## src/rtl/clock_divider_bank_if.sv

```systemverilog
// rtl/clock_divider_bank_if.sv - channel enables, config handshake and divider outputs bundle
// Purpose: groups the non-clock signals of clock_divider_bank.
// Ports (signals):
//   ch_en[NUM_CH]    per-channel run enable (level)
//   cfg_valid        config request valid
//   cfg_ready        config slot free
//   cfg_ch[CH_W]     target channel index
//   cfg_div[CNT_W]   new divisor
//   cfg_mode         0 = toggle, 1 = pulse
//   tick[NUM_CH]     one-cycle event pulse per channel
//   clk_out[NUM_CH]  square wave (toggle) or tick copy (pulse)
// Modports: master drives enables/config, slave is the divider bank.
interface clock_divider_bank_if #(
    parameter int NUM_CH = 2,
    parameter int CNT_W  = 21,
    parameter int CH_W   = 4
);
    logic [NUM_CH-1:0] ch_en;
    logic              cfg_valid;
    logic              cfg_ready;
    logic [CH_W-1:0]   cfg_ch;
    logic [CNT_W-1:0]  cfg_div;
    logic              cfg_mode;
    logic [NUM_CH-1:0] tick;
    logic [NUM_CH-1:0] clk_out;

    modport master (
        output ch_en, cfg_valid, cfg_ch, cfg_div, cfg_mode,
        input  cfg_ready, tick, clk_out
    );

    modport slave (
        input  ch_en, cfg_valid, cfg_ch, cfg_div, cfg_mode,
        output cfg_ready, tick, clk_out
    );
endinterface

```

## src/rtl/clock_divider_bank.sv

```systemverilog
// rtl/clock_divider_bank.sv - bank of NUM_CH programmable clock dividers with shared config slot
// Purpose: each channel counts 0..div while enabled and fires a registered one-cycle tick
//   at the terminal count; clk_out is a 50% square wave (toggle) or a copy of tick (pulse).
//   A one-deep pending register takes {ch, div, mode} over a valid/ready handshake and
//   applies it at the target's next terminal count, or on the next cycle if it is disabled.
// Ports:
//   clock_i   system clock, posedge
//   resetn_i  asynchronous active-low reset
//   bus       clock_divider_bank_if.slave (ch_en, cfg_*, tick, clk_out)
module clock_divider_bank #(
    parameter int NUM_CH  = 2,
    parameter int CNT_W   = 21,
    parameter int DEF_DIV = 2**21-1,
    parameter int CH_W    = 4
) (
    input  logic                  clock_i,
    input  logic                  resetn_i,
    clock_divider_bank_if.slave   bus
);
    localparam logic [CNT_W-1:0] DEF_DIV_W = CNT_W'(DEF_DIV);
    localparam logic [CH_W:0]    NUM_CH_W  = (CH_W+1)'(NUM_CH);

    logic [CNT_W-1:0]  cnt_q [NUM_CH];
    logic [CNT_W-1:0]  cnt_d [NUM_CH];
    logic [CNT_W-1:0]  div_q [NUM_CH];
    logic [CNT_W-1:0]  div_d [NUM_CH];
    logic [NUM_CH-1:0] mode_q, mode_d;
    logic [NUM_CH-1:0] tick_q, tick_d;
    logic [NUM_CH-1:0] clk_out_q, clk_out_d;

    logic              pending_q, pending_d;
    logic [CH_W-1:0]   pend_ch_q, pend_ch_d;
    logic [CNT_W-1:0]  pend_div_q, pend_div_d;
    logic              pend_mode_q, pend_mode_d;

    logic              cfg_in_range;

    assign cfg_in_range  = ({1'b0, bus.cfg_ch} < NUM_CH_W);
    assign bus.cfg_ready = ~pending_q;
    assign bus.tick      = tick_q;
    assign bus.clk_out   = clk_out_q;

    always_comb begin
        pending_d   = pending_q;
        pend_ch_d   = pend_ch_q;
        pend_div_d  = pend_div_q;
        pend_mode_d = pend_mode_q;
        mode_d      = mode_q;
        tick_d      = '0;
        clk_out_d   = '0;

        for (int i = 0; i < NUM_CH; i++) begin
            cnt_d[i] = cnt_q[i];
            div_d[i] = div_q[i];

            if (!bus.ch_en[i]) begin
                // Disabled channel: held idle, and a pending config lands immediately.
                cnt_d[i] = '0;
                if (pending_q && (pend_ch_q == CH_W'(i))) begin
                    div_d[i]  = pend_div_q;
                    mode_d[i] = pend_mode_q;
                    pending_d = 1'b0;
                end
            end else begin
                if (cnt_q[i] == div_q[i]) begin
                    // Terminal count: this event was timed by the old divisor; the new
                    // settings (if any) govern the periods that follow.
                    cnt_d[i]  = '0;
                    tick_d[i] = 1'b1;
                    if (pending_q && (pend_ch_q == CH_W'(i))) begin
                        div_d[i]  = pend_div_q;
                        mode_d[i] = pend_mode_q;
                        pending_d = 1'b0;
                    end
                end else begin
                    cnt_d[i] = cnt_q[i] + CNT_W'(1);
                end

                // Pulse follows tick; leaving pulse mode restarts the square wave at 0.
                if (mode_d[i]) begin
                    clk_out_d[i] = tick_d[i];
                end else if (mode_q[i]) begin
                    clk_out_d[i] = 1'b0;
                end else begin
                    clk_out_d[i] = clk_out_q[i] ^ tick_d[i];
                end
            end
        end

        // Out-of-range channel requests are acknowledged but never occupy the slot.
        if (bus.cfg_valid && !pending_q && cfg_in_range) begin
            pending_d   = 1'b1;
            pend_ch_d   = bus.cfg_ch;
            pend_div_d  = bus.cfg_div;
            pend_mode_d = bus.cfg_mode;
        end
    end

    always_ff @(posedge clock_i or negedge resetn_i) begin
        if (!resetn_i) begin
            for (int i = 0; i < NUM_CH; i++) begin
                cnt_q[i] <= '0;
                div_q[i] <= DEF_DIV_W;
            end
            mode_q      <= '0;
            tick_q      <= '0;
            clk_out_q   <= '0;
            pending_q   <= 1'b0;
            pend_ch_q   <= '0;
            pend_div_q  <= '0;
            pend_mode_q <= 1'b0;
        end else begin
            for (int i = 0; i < NUM_CH; i++) begin
                cnt_q[i] <= cnt_d[i];
                div_q[i] <= div_d[i];
            end
            mode_q      <= mode_d;
            tick_q      <= tick_d;
            clk_out_q   <= clk_out_d;
            pending_q   <= pending_d;
            pend_ch_q   <= pend_ch_d;
            pend_div_q  <= pend_div_d;
            pend_mode_q <= pend_mode_d;
        end
    end
endmodule
```

## src/flat_wrapper.sv

```systemverilog
// flat-port wrapper written by rule: the top's interface ports become plain ports
module clock_divider_bank_flat 
#(
    parameter int NUM_CH  = 2,
    parameter int CNT_W   = 21,
    parameter int DEF_DIV = 2**21-1,
    parameter int CH_W    = 4
)
  (clock_i, resetn_i, bus_ch_en, bus_cfg_valid, bus_cfg_ch, bus_cfg_div, bus_cfg_mode, bus_cfg_ready, bus_tick, bus_clk_out);
  clock_divider_bank_if #(.NUM_CH(NUM_CH), .CNT_W(CNT_W), .CH_W(CH_W)) bus_i ();
  input  logic clock_i;
  input  logic resetn_i;
  input wire logic [$bits(bus_i.ch_en)-1:0] bus_ch_en;
  input wire logic [$bits(bus_i.cfg_valid)-1:0] bus_cfg_valid;
  input wire logic [$bits(bus_i.cfg_ch)-1:0] bus_cfg_ch;
  input wire logic [$bits(bus_i.cfg_div)-1:0] bus_cfg_div;
  input wire logic [$bits(bus_i.cfg_mode)-1:0] bus_cfg_mode;
  output wire logic [$bits(bus_i.cfg_ready)-1:0] bus_cfg_ready;
  output wire logic [$bits(bus_i.tick)-1:0] bus_tick;
  output wire logic [$bits(bus_i.clk_out)-1:0] bus_clk_out;
  assign bus_i.ch_en = bus_ch_en;
  assign bus_i.cfg_valid = bus_cfg_valid;
  assign bus_i.cfg_ch = bus_cfg_ch;
  assign bus_i.cfg_div = bus_cfg_div;
  assign bus_i.cfg_mode = bus_cfg_mode;
  assign bus_cfg_ready = bus_i.cfg_ready;
  assign bus_tick = bus_i.tick;
  assign bus_clk_out = bus_i.clk_out;
  clock_divider_bank #(.NUM_CH(NUM_CH), .CNT_W(CNT_W), .DEF_DIV(DEF_DIV), .CH_W(CH_W)) u_core (.clock_i(clock_i), .resetn_i(resetn_i), .bus(bus_i));
endmodule
```

## config.mk

```make
export PLATFORM = sky130hd
export DESIGN_NAME = clock_divider_bank_flat
export DESIGN_NICKNAME = d
export VERILOG_FILES = /design/src/rtl/clock_divider_bank_if.sv /design/src/rtl/clock_divider_bank.sv /design/src/flat_wrapper.sv
export SDC_FILE = /design/constraint.sdc
export NUM_CORES = 1
export LEC_CHECK = 0
export CORE_MARGIN = 2
export CORE_UTILIZATION = 59
export DETAILED_ROUTE_END_ITERATION = 8
export GPL_ROUTABILITY_DRIVEN = 1
export GPL_TIMING_DRIVEN = 0
export HOLD_SLACK_MARGIN = 0.08
export MAX_ROUTING_LAYER = met4
export PLACE_DENSITY = 0.8
export SLEW_MARGIN = 40
export SYNTH_ARGS = -nofsm -noshare
export SYNTH_HDL_FRONTEND = slang
export SYNTH_SLANG_ARGS = --single-unit
export TNS_END_PERCENT = 30
```

## constraint.sdc

```tcl
create_clock -name clock_i -period 2.79 [get_ports clock_i]
set_input_delay 0.558 -clock clock_i [delete_from_list [all_inputs] [get_ports clock_i]]
set_output_delay 0.558 -clock clock_i [all_outputs]
set_load 0.1 [all_outputs]
```

[After elaboration in Yosys (flattened, before gate mapping)]
Index checks and enable logic that the tools add are counted.
Cells by class
  add/subtract/negate cells: 2
  multiply operators: 0
  div/mod/pow operators: 0
  magnitude comparators: 1
  equality and inequality tests: 5
  shift operators: 0
  muxes and demuxes: 37
  bitwise gates (word level): 3
  reduce and logical (&&, ||, !) cells: 6
Operators by type and width (count)
  $mux W21: 10
  $add A21 B1 Y21 const B: 2
  $eq A21 B21 Y1: 2
  $mux W1: 27
  $eq A4 B1 Y1 const B: 1
  $logic_and A1 B1 Y1: 4
  $logic_not A4 Y1: 1
  $lt A4 B2 Y1 const B: 1
  $ne A2 B1 Y1 const B: 2
  $xor A1 B1 Y1: 2
  $logic_not A1 Y1: 1
  $not A1 Y1: 1
Word-level totals
  bits in registers: 117
  latch bits: 0
  memory bits (writable): 0
  memory bits (read-only): 0
  bits of input ports: 31
  output and inout port bits: 5
  memories kept: 0

[Logic depth before layout (Yosys ltp)]
Gate-level depths: netlist of the first run.
  word-level depth: 9
  depth in mapped cells: 8

[Least setup slack after synthesis of the first run]
Ideal clock, no wire load.
  kind: register to register
  from: register u_core.div_q[6] (netlist bit)
  to: register u_core.mode_q[1]
  library setup time: 125 ps
  arrival time: 1967 ps
  slack: 699 ps
  stages on the path, launching flop included: 8
  path buffers: 1
  period minus slack after synthesis: 2091 ps
  cells stage by stage: dfstp_2 xnor2_1 nand4_1 nor4_1 nand2_1 a21oi_4 clkbuf_8 mux2_2
Between the ends
  word-level cells in the longest chain between the ends: 4
Ends and longest elaborated chain
  start: declaration: line clock_divider_bank.sv:25  | logic [CNT_W-1:0] div_q [NUM_CH];
  start signal: indexed assignment: line clock_divider_bank.sv:115  | div_q[i] <= div_d[i];
  $eq A21 B21 Y1: line clock_divider_bank.sv:65  | if (cnt_q[i] == div_q[i]) begin
  $mux W1: line clock_divider_bank.sv:65
  $mux W1 (2 in series): line clock_divider_bank.sv:56  | if (!bus.ch_en[i]) begin
  via u_core.mode_d[1]: line clock_divider_bank.sv:27  | logic [NUM_CH-1:0] mode_q, mode_d;
  end signal: assignment: line clock_divider_bank.sv:117  | mode_q <= mode_d;
  end: declaration: line clock_divider_bank.sv:27
The timed path passes the listed nets, and every way through them passes these cells. The select of a mux whose other input is x is not followed.
A chain may end at the register's enable or synchronous reset.

[Worst setup path after layout of the first run]
  from: register u_core.div_q[17] (netlist bit)
  to: register u_core.mode_q[1]
Same word-level chain as after synthesis.

==> results of run 1 <==
## logic make-up after synthesis
kind of cell,after synthesis,synth area share [%]
AOI/OAI and AO/OA,5,1.01
and+or+nand+nor,127,12.7
xor gates and xnor gates,80,13.2
muxes,69,14.6
DFF,117,56.2
adders and majority gates,2,0.471
buffers and inverters,16,1.86
## cell type report
| class | count | area (um^2) | area share (%) |
|---|---|---|---|
| Clock buffer | 18 | 428 | 6.61 |
| Sequential cell | 117 | 2980 | 46.1 |
| Inverter | 4 | 15.0 | 0.232 |
| Multi-Input combinational cell | 283 | 2240 | 34.7 |
| Timing Repair Buffer | 37 | 360 | 5.57 |
| Tap cell | 108 | 135 | 2.09 |
| Buffer | 12 | 83.8 | 1.30 |
| Clock inverter | 14 | 224 | 3.46 |
## synthesized netlist by cell type (3+ instances only)
library cell and number:
dfstp_2 42, and2_1 3, nand4_1 11, nand3_1 17, xnor2_1 33, xor2_1 47
and3_1 17, buf_2 3, nor2_1 43, and4_1 6, dfrtp_1 75, mux2_1 3
nor2b_1 3, inv_1 4, nor4_1 7, clkbuf_1 5, nand2_1 10, mux2_2 64
## per-stage QoR
| stage | TNS, ns | hold slack (ns) | cells | total power (uW) | cell area (um^2) |
|---|---|---|---|---|---|
| CTS | 0 | 0.540 | 593 | 5970 | 6460 |
| finish | 0 | 0.539 | 593 | 5940 | 6470 |
| detailed placement | 0 | 0.520 | 560 | 3550 | 5800 |
| floorplan | 0 | 0.262 | 416 | 3210 | 5310 |
| global route | 0 | 0.553 | 593 | 6200 | 6470 |
| global placement | -305.61 | 0.505 | 559 | 3500 | 5790 |
## final timing paths
kind | from | to | slack [ns] | cells after the start
max | u_core.div_q[17] | u_core.mode_q[1] | 0.25 | 7
min | u_core.pend_ch_q[1] | u_core.pend_ch_q[1] | 0.54 | 1
max reg2reg | u_core.div_q[17] | u_core.mode_q[1] | 0.25 | 7
min reg2reg | u_core.pend_ch_q[1] | u_core.pend_ch_q[1] | 0.54 | 1
max in group asynchronous | resetn_i | u_core.div_q[10] | 1.50 | 3
min in group asynchronous | resetn_i | u_core.cnt_q[24] | 0.61 | 2
## power by group through the flow
stage | Clock, uW | Combinational, uW | Sequential [uW]
after floorplan | 0 | 695 | 2520
after global placement | 0 | 866 | 2630
after detailed placement | 0 | 910 | 2650
after CTS | 2400 | 937 | 2640
after global routing | 2490 | 1020 | 2680
final | 2380 | 934 | 2630
## registers in the layout (all words and copies together) (netlist names)
register	cells
u_core.bus.clk_out	2
u_core.bus.tick	2
u_core.cnt_q	42
u_core.div_q	42
u_core.mode_q	2
u_core.pend_ch_q	4
u_core.pend_div_q	21
u_core.pend_mode_q	1
u_core.pending_q	1
## placed cells by master, fill, tap and decap left out, types with 16 or more instances in the layout
master	instances
dfrtp_1	75
mux2_2	64
xor2_1	47
nor2_1	43
dfstp_2	42
xnor2_1	33
clkdlybuf4s50_1	29
and3_1	17
nand3_1	17
clkbuf_16	16
## timing repair
item,4_1_cts,5_1_grt
hold endpoints to repair,46,0
resized for setup,0,1
hold buffers,1,0
setup endpoints to repair,0,6
## routing by layer
metal  global-route usage, %  wire length (um)  up-vias
met5                       -                 0        -
met4                    8.22               201        0
met3                    7.02               468       20
met2                    38.8              5310       79
met1                    33.7              4990     1691
li1                        -                 -     1547
==> run metrics, run 1 <==
status finished clean; Slew Limit Fails 0; Num CTS Buffers 17; Crit. End Element flip-flop; post-synth top area share 35.4%; Util after Layout 74.2%; Worst Path Max Fanout 10; Vias/cell 5.63; Vias 3,337; minimum clock period 2.54 ns; # Post-CTS Setup Buffers 0; clk root buf clkbuf_8; worst slew pin tran ~0.73 ns; # diodes 0; Worst path top cell family by delay simple AND/OR/NAND/NOR gates; period utilization 91.1%; final hold vios 0; number of port buffers 35; Critical Path AT 2.94 ns; worst path cell trace xnor2_1 > nand4_1 > nor4_2 > nand2_1 > a21oi_4 > clkbuf_8 > mux2_2; # nets final 505; Worst-path clk slew around 0.060 ns; die span in y 98.8 um; Net Switching 1530 uW; DRT iter0 DRCs 144; CTS tree built; routability cong. 0.845; sw frac 25.8%; Seq pwr share ~44%; CP startpoint kind flip-flop; initial antenna violation count 0; total wire length 11,000 um; Yosys reg bits between 100 and 150; Netlist cell types 36; Overflow after GRT 0; clock buffer depth 2; Worst slew margin 51.2%; top cell type by total area after synthesis dfrtp_1; CTS sink count 117; GRT Overall Usage approximately 26%; pwr/cell area 918 nW/um^2; RSZ-0062 raised after global routing no; Boundary Pins 36; dpl hpwl about 7300 um; Logic pwr share 15.7%; final worst slack 0.248 ns; Starting Density 60.9%; Synthesized Nets ~450; Syn Inst Count roughly 420; DRT antenna net count 0; Seq/Total Area, Yosys 56.2%; WP data required ~3.2 ns; CP bufs+invs 1; Wirelength per Cell 18.5 um; number of synthesis warnings 0; global-route wire length before repair 18,600 um; Final Setup Violations 0; FP Rows 34; largest net degree at the start of global routing 76; first-pass detailed-route iteration total 4; synth top area cells dfrtp_1 35%, dfstp_2 21%, mux2_2 14%, xor2_1 7.8%, xnor2_1 5.4%; syn avg cell area 12.8 um^2; CP max stage delay 0.54 ns; core region area approximately 8700 um^2; fraction of layout cells with a size suffix above 1 about a third; slowest library cell on the worst path dfstp_2; Crit Path Category flip-flop to flip-flop; Mapped Area between 5000 and 6000 um^2; Synth Flop Type dfrtp_1; Die Width between 90 and 100 um; MaxCap Viol Count 0; Hold/Removal Path Class flip-flop to flip-flop; vias in the first global route 3,688; max frequency 393 MHz; later-pin clock latency in the skew report 0.51 ns; Final Skew 0.00811 ns; clock power share 40.0%; number of synthesized flops with an enable pin 0; largest voltage drop on the vdd net roughly 0.55 mV; P_leak 0.00283 uW; Die Area 9770 um^2; DRC Markers 0; fillers roughly 550; pre-CTS setup slack 0.201 ns; area delta synth->final 21.9%; Int Power between 4000 and 5000 uW; ys async rst share 100%; H-tree depth 4
No activity file was read; power rests on OpenSTA's default activity.
==> inputs of run 2 (changes only) <==
CORE_ASPECT_RATIO = 0.6   (was default)
SKIP_LAST_GASP = 1   (was default)
TNS_END_PERCENT = 100   (was 30)
==> run 2 against run 1 <==
Critical path depth unchanged. Routed wire length grew 4.1%. Maximum frequency is 5.8% lower. Utilization grew 0.14 points. Sequential power barely moved. Worst setup slack worse by 0.16 ns. Critical path type unchanged. Highest routed layer unchanged.
==> run metrics, run 2 (synthesized netlist as in run 1, its figures left out) <==
status finished clean (unchanged); core region area 8620 um^2 (was 8720 um^2); Worst path top cell family by delay simple AND/OR/NAND/NOR gates (unchanged); fraction of layout cells with a size suffix above 1 31.3% (was 32.4%); Die Area 9800 um^2 (was 9770 um^2); DRC Markers 0 (unchanged); Placed Cells 564 (was 560); CP bufs+invs 1 (unchanged); Final Setup Violations 0 (unchanged); clock buffer depth 2 (unchanged); most frequent cells in the layout 75 x dfrtp_1, 64 x mux2_2, 47 x xor2_1 (unchanged); H-tree depth 4 (unchanged); Crit Path Category flip-flop to flip-flop (unchanged); number of port buffers 35 (unchanged); Num CTS Buffers 17 (unchanged); Die Width 126 um (was 98.8 um); CTS tree built (unchanged); DRT antenna net count 0 (unchanged); # diodes 0 (unchanged); Worst-path clk slew 0.05 ns (was 0.06 ns); routability cong. 0.936 (was 0.845); Final Skew 0.00630 ns (was 0.00811 ns); Vias 3,403 (was 3,337); Boundary Pins 36 (unchanged); worst slew pin tran 0.728 ns (was 0.726 ns); CP startpoint kind flip-flop (unchanged); Starting Density 61.6% (was 60.9%); Worst slew margin 51.1% (was 51.2%); MaxCap Viol Count 0 (unchanged); DRT iter0 DRCs 251 (was 144); worst path cell trace xnor2_1 > nand4_1 > nor4_1 > nand2_2 > a21oi_4 > clkbuf_8 > mux2_2 (was xnor2_1 > nand4_1 > nor4_2 > nand2_1 > a21oi_4 > clkbuf_8 > mux2_2); FP Rows 26 (was 34); minimum clock period 2.70 ns (was 2.54 ns); Critical Path AT 3.00 ns (was 2.94 ns); GRT Overall Usage 26.1% (was 25.6%); later-pin clock latency in the skew report 0.42 ns (was 0.51 ns); Slew Limit Fails 0 (unchanged); vias in the first global route 3,481 (was 3,688); Largest regs u_core.cnt_q x42, u_core.div_q x42, u_core.pend_div_q x21 (unchanged); Overflow after GRT 0 (unchanged); clk root buf clkbuf_16 (was clkbuf_8); WP data required 3.09 ns (was 3.19 ns); area delta synth->final 20.7% (was 21.9%); max frequency 371 MHz (was 393 MHz); Vias/cell 5.70 (was 5.63); dpl hpwl 7940 um (was 7270 um); largest net degree at the start of global routing 68 (was 76); total wire length 11,400 um (was 11,000 um); Util after Layout 74.3% (was 74.2%); first-pass detailed-route iteration total 5 (was 4); Crit. End Element flip-flop (unchanged); Worst Path Max Fanout 10 (unchanged); non-filler instance count after layout 597 (was 593); largest voltage drop on the vdd net 0.557 mV (was 0.553 mV); commonest non-fill, non-tap cell in the layout dfrtp_1 (unchanged); slowest library cell on the worst path nor4_1 (was dfstp_2); initial antenna violation count 0 (unchanged); CTS sink count 117 (unchanged); Hold/Removal Path Class flip-flop to flip-flop (unchanged); die span in y 77.5 um (was 98.8 um); # nets final 505 (unchanged); P_leak 0.00282 uW (was 0.00283 uW); Wirelength per Cell 19.1 um (was 18.5 um); CP max stage delay 0.55 ns (was 0.54 ns); period utilization 96.7% (was 91.1%); global-route wire length before repair 18,300 um (was 18,600 um); pwr/cell area 885 nW/um^2 (was 918 nW/um^2); # Post-CTS Setup Buffers 0 (unchanged); final hold vios 0 (unchanged); fillers 542 (was 551)
-- run 2: worst reg2reg max path, stage by stage, from the launching register on --
cell and delay (ns):
dfstp_2 0.54, xnor2_1 0.17, nand4_1 0.12, nor4_1 0.55, nand2_2 0.29, a21oi_4 0.33
clkbuf_8 0.25, mux2_2 0.34
-- run 2: routing by layer --
metal	part of all wire, %	vias up	GRT usage [%]
met5	0	-	-
met4	1.0	0	8.68
met3	7.4	17	7.24
met2	44	108	36.7
met1	48	1725	36.9
li1	-	1553	-
-- run 2: worst paths after layout --
kind	endpoint	cells past startpoint	slack, ns	startpoint
setup / recovery	u_core.mode_q[1]	7	0.09	u_core.div_q[17]
hold / removal	u_core.div_q[8]	1	0.53	u_core.pend_div_q[8]
setup reg to reg	u_core.mode_q[1]	7	0.09	u_core.div_q[17]
hold reg to reg	u_core.div_q[8]	1	0.53	u_core.pend_div_q[8]
max in group asynchronous	u_core.div_q[21]	3	1.45	resetn_i
min in group asynchronous	u_core.bus.clk_out[0]	2	0.64	resetn_i
-- run 2: layout make-up --
type	count	area, um^2	share of cell area [%]
Sequential cell	117	2980	46.5
Multi-Input combinational cell	283	2240	35.0
Clock buffer	29	541	8.44
Timing Repair Buffer	37	368	5.74
Tap cell	112	140	2.19
Buffer	12	83.8	1.31
Clock inverter	3	40.0	0.625
Inverter	4	15.0	0.234
-- run 2: power breakdown --
part	switching, uW	internal (uW)	total [uW]	leakage [uW]
Clock	715	1390	2100	0.000288
Combinational	411	544	955	0.00110
Sequential	317	2290	2610	0.00143
Total	1440	4230	5670	0.00282
-- run 2: per-stage QoR --
stage	hold slack, ns	TNS [ns]	total power, uW	cell area [um^2]	worst slack (ns)
CTS	0.530	0	5690	6400	0.0895
detailed placement	0.494	0	3560	5810	0.128
global placement	0.509	-314.56	3510	5800	-3.19
global route	0.550	-0.00186	5900	6410	-0.00186
floorplan	0.262	0	3210	5310	0.699
finish	0.526	0	5670	6410	0.0912
-- run 2: timing repair --
| action | 4_1_cts | 5_1_grt |
|---|---|---|
| hold buffers | 1 | 0 |
| endpoints found under the setup margin | 0 | 19 |
| endpoints found under the hold margin | 37 | 0 |
| gates resized for setup | 0 | 1 |
==> inputs of run 3 (changes only) <==
CORE_UTILIZATION = 60   (was 59)
PLACE_DENSITY = 0.81   (was 0.8)
TNS_END_PERCENT = 5   (was 100)
clock period = 3.4 ns   (was 2.79 ns; I/O delays follow)
==> run 3 against run 2 <==
Clock-buffer cell count stayed put. Sequential power is 18% lower. Critical endpoint unchanged. Cell count is 0.17% lower. Register-to-register slack better by 0.58 ns. Worst setup slack better by 0.58 ns. First-iteration DRC count is 9.2% higher. Maximum frequency is 1.2% lower.
==> run metrics, run 3 (synthesized netlist as in run 1, its figures left out) <==
RSZ-0062 raised after global routing no; Largest regs u_core.cnt_q x42, u_core.div_q x42, u_core.pend_div_q x21 (unchanged); worst path cell trace xnor2_1 > nand4_1 > nor4_1 > nand2_1 > a21oi_4 > clkbuf_8 > mux2_2 (was xnor2_1 > nand4_1 > nor4_1 > nand2_2 > a21oi_4 > clkbuf_8 > mux2_2); WP depth 7 (unchanged); top routing layer in use met4 (unchanged); Worst-path clk slew 0.05 ns (about the same); vias in the first global route 3,444 (was 3,481); Die Width 125 um (was 126 um); Boundary Pins 36 (unchanged); met3 wire length 753 um (was 848 um); # nets final 504 (was 505); max frequency 366 MHz (was 371 MHz); pre-CTS setup slack 0.705 ns (was 0.128 ns); Seq pwr share 46.1% (about the same); Wirelength per Cell 18.8 um (was 19.1 um); core region area 8560 um^2 (was 8620 um^2); WP data required 3.70 ns (was 3.09 ns); P_leak 0.00281 uW (was 0.00282 uW); Net Switching 1190 uW (was 1440 uW); final hold vios 0 (unchanged); CP startpoint kind flip-flop (unchanged); die span in y 76.9 um (was 77.5 um); # Post-CTS Setup Buffers 0 (unchanged); fillers 543 (was 542); GRT Overall Usage 25.8% (was 26.1%); DRC Markers 0 (unchanged); sum of negative setup slack 0 ns (unchanged); later-pin clock latency in the skew report 0.41 ns (was 0.42 ns); Slew Limit Fails 0 (unchanged); Num CTS Buffers 17 (unchanged); pwr/cell area 729 nW/um^2 (was 885 nW/um^2); Post-CTS Hold Fix Bufs 0 (was 1); MaxCap Viol Count 0 (unchanged); first-pass detailed-route iteration total 4 (was 5); reg2reg path depth 7 (unchanged); routability cong. 0.945 (was 0.936); global-route wire length before repair 18,000 um (was 18,300 um); FP Rows 26 (unchanged); CTS tree built (unchanged); fraction of layout cells with a size suffix above 1 31.2% (was 31.3%); Hold/Removal Path Class input port to async pin (was flip-flop to flip-flop); Final Skew 0.0100 ns (was 0.00630 ns); H-tree depth 4 (unchanged); total wire length 11,200 um (was 11,400 um); Overflow after GRT 0 (unchanged); DRT antenna net count 0 (unchanged); clock power share 37.0% (was 37.1%); Final Setup Violations 0 (unchanged); number of port buffers 35 (unchanged); Worst path top cell family by delay simple AND/OR/NAND/NOR gates (unchanged); initial antenna violation count 0 (unchanged); Logic pwr share 16.9% (was 16.8%); period utilization 80.3% (was 96.7%); met2 wire length 4810 um (was 5010 um); Vias 3,390 (was 3,403); largest net degree at the start of global routing 64 (was 68); Crit. End Element flip-flop (unchanged); most frequent cells in the layout 75 x dfrtp_1, 64 x mux2_2, 47 x xor2_1 (unchanged); CTS resizes 0 (unchanged); Vias/cell 5.69 (was 5.70); CP max stage delay 0.50 ns (was 0.55 ns); clock buffer depth 2 (unchanged); DRT iter0 DRCs 274 (was 251); commonest non-fill, non-tap cell in the layout dfrtp_1 (unchanged); Worst Path Max Fanout 10 (unchanged); status finished clean (unchanged); worst slew pin tran 0.731 ns (was 0.728 ns); area delta synth->final 20.5% (was 20.7%); Crit Path Category flip-flop to flip-flop (unchanged); minimum clock period 2.73 ns (was 2.70 ns); WL met1 5450 um (was 5440 um); final worst slack 0.669 ns (was 0.0912 ns); Worst slew margin 50.9% (was 51.1%); sw frac 25.6% (was 25.5%); Starting Density 62.0% (was 61.6%); CP bufs+invs 1 (unchanged); # diodes 0 (unchanged); Die Area 9640 um^2 (was 9800 um^2); largest voltage drop on the vdd net 0.458 mV (was 0.557 mV); slowest library cell on the worst path nor4_1 (unchanged); Util after Layout 74.7% (was 74.3%); Int Power 3470 uW (was 4230 uW); dpl hpwl 7770 um (was 7940 um); Critical Path AT 3.03 ns (was 3.00 ns); clk root buf clkbuf_16 (unchanged); CTS sink count 117 (unchanged)
==> run 3: changes by cell type in the layout (fill, tap and decap cells not counted) <==
cell           change
nand2_1            +1
nand2_2            -1
dlygate4sd3_1      -1
==> run 3: metal layers <==
| metal | vias to the layer above | track usage, % |
|---|---|---|
| met5 | - | - |
| met4 | 0 | 8.22 |
| met3 | 17 | 10.5 |
| met2 | 115 | 34.4 |
| li1 | 1540 | - |
| met1 | 1718 | 36.1 |
==> run 3: per-stage QoR <==
stage                     std cells  power (uW)  area (um^2)  hold WS (ns)
final                           596        4660         6390         0.167
after global routing            596        4880         6390         0.188
after CTS                       596        4690         6390         0.182
after detailed placement        564        2930         5810         0.518
after global placement          563        2880         5800         0.505
after floorplan                 416        2640         5310         0.384
==> run 3: path summary, 6_finish.rpt <==
check / from / end / slack [ns]
max in group asynchronous: resetn_i / u_core.div_q[23] / 2.53
setup reg to reg: u_core.cnt_q[17] / u_core.mode_q[1] / 0.67
hold / removal: resetn_i / u_core.cnt_q[35] / 0.17
hold reg to reg: u_core.pend_div_q[8] / u_core.div_q[8] / 0.52
min in group clock_i: u_core.pend_div_q[8] / u_core.div_q[8] / 0.52
setup / recovery: u_core.cnt_q[17] / u_core.mode_q[1] / 0.67
==> run 3: power groups by stage <==
| stage | clock (uW) | combinational (uW) | sequential [uW] |
|---|---|---|---|
| after floorplan | 0 | 571 | 2070 |
| after global placement | 0 | 730 | 2150 |
| after detailed placement | 0 | 769 | 2160 |
| after CTS | 1760 | 790 | 2150 |
| after global routing | 1830 | 858 | 2190 |
| final | 1730 | 787 | 2150 |
==> run 3: worst register-to-register path: cells and delay by family, from the launching register on <==
kind,cells,cell delay (ns)
flip-flops,1,0.41
buffers and inverters,1,0.23
AO/OA/AOI/OAI,1,0.33
AND/OR/NAND/NOR,3,0.98
multiplexers,1,0.34
XOR/XNOR,1,0.32
==> run 3: final cells by class <==
cell class / instances / area (um^2) / area share, %
buffer: 12 / 83.8 / 1.31
clock buffer: 29 / 541 / 8.45
clock inverter: 3 / 40.0 / 0.626
inverter: 4 / 15.0 / 0.235
multi-input combinational: 283 / 2240 / 35.0
sequential: 117 / 2980 / 46.6
tap: 112 / 140 / 2.19
timing repair buffer: 36 / 358 / 5.60
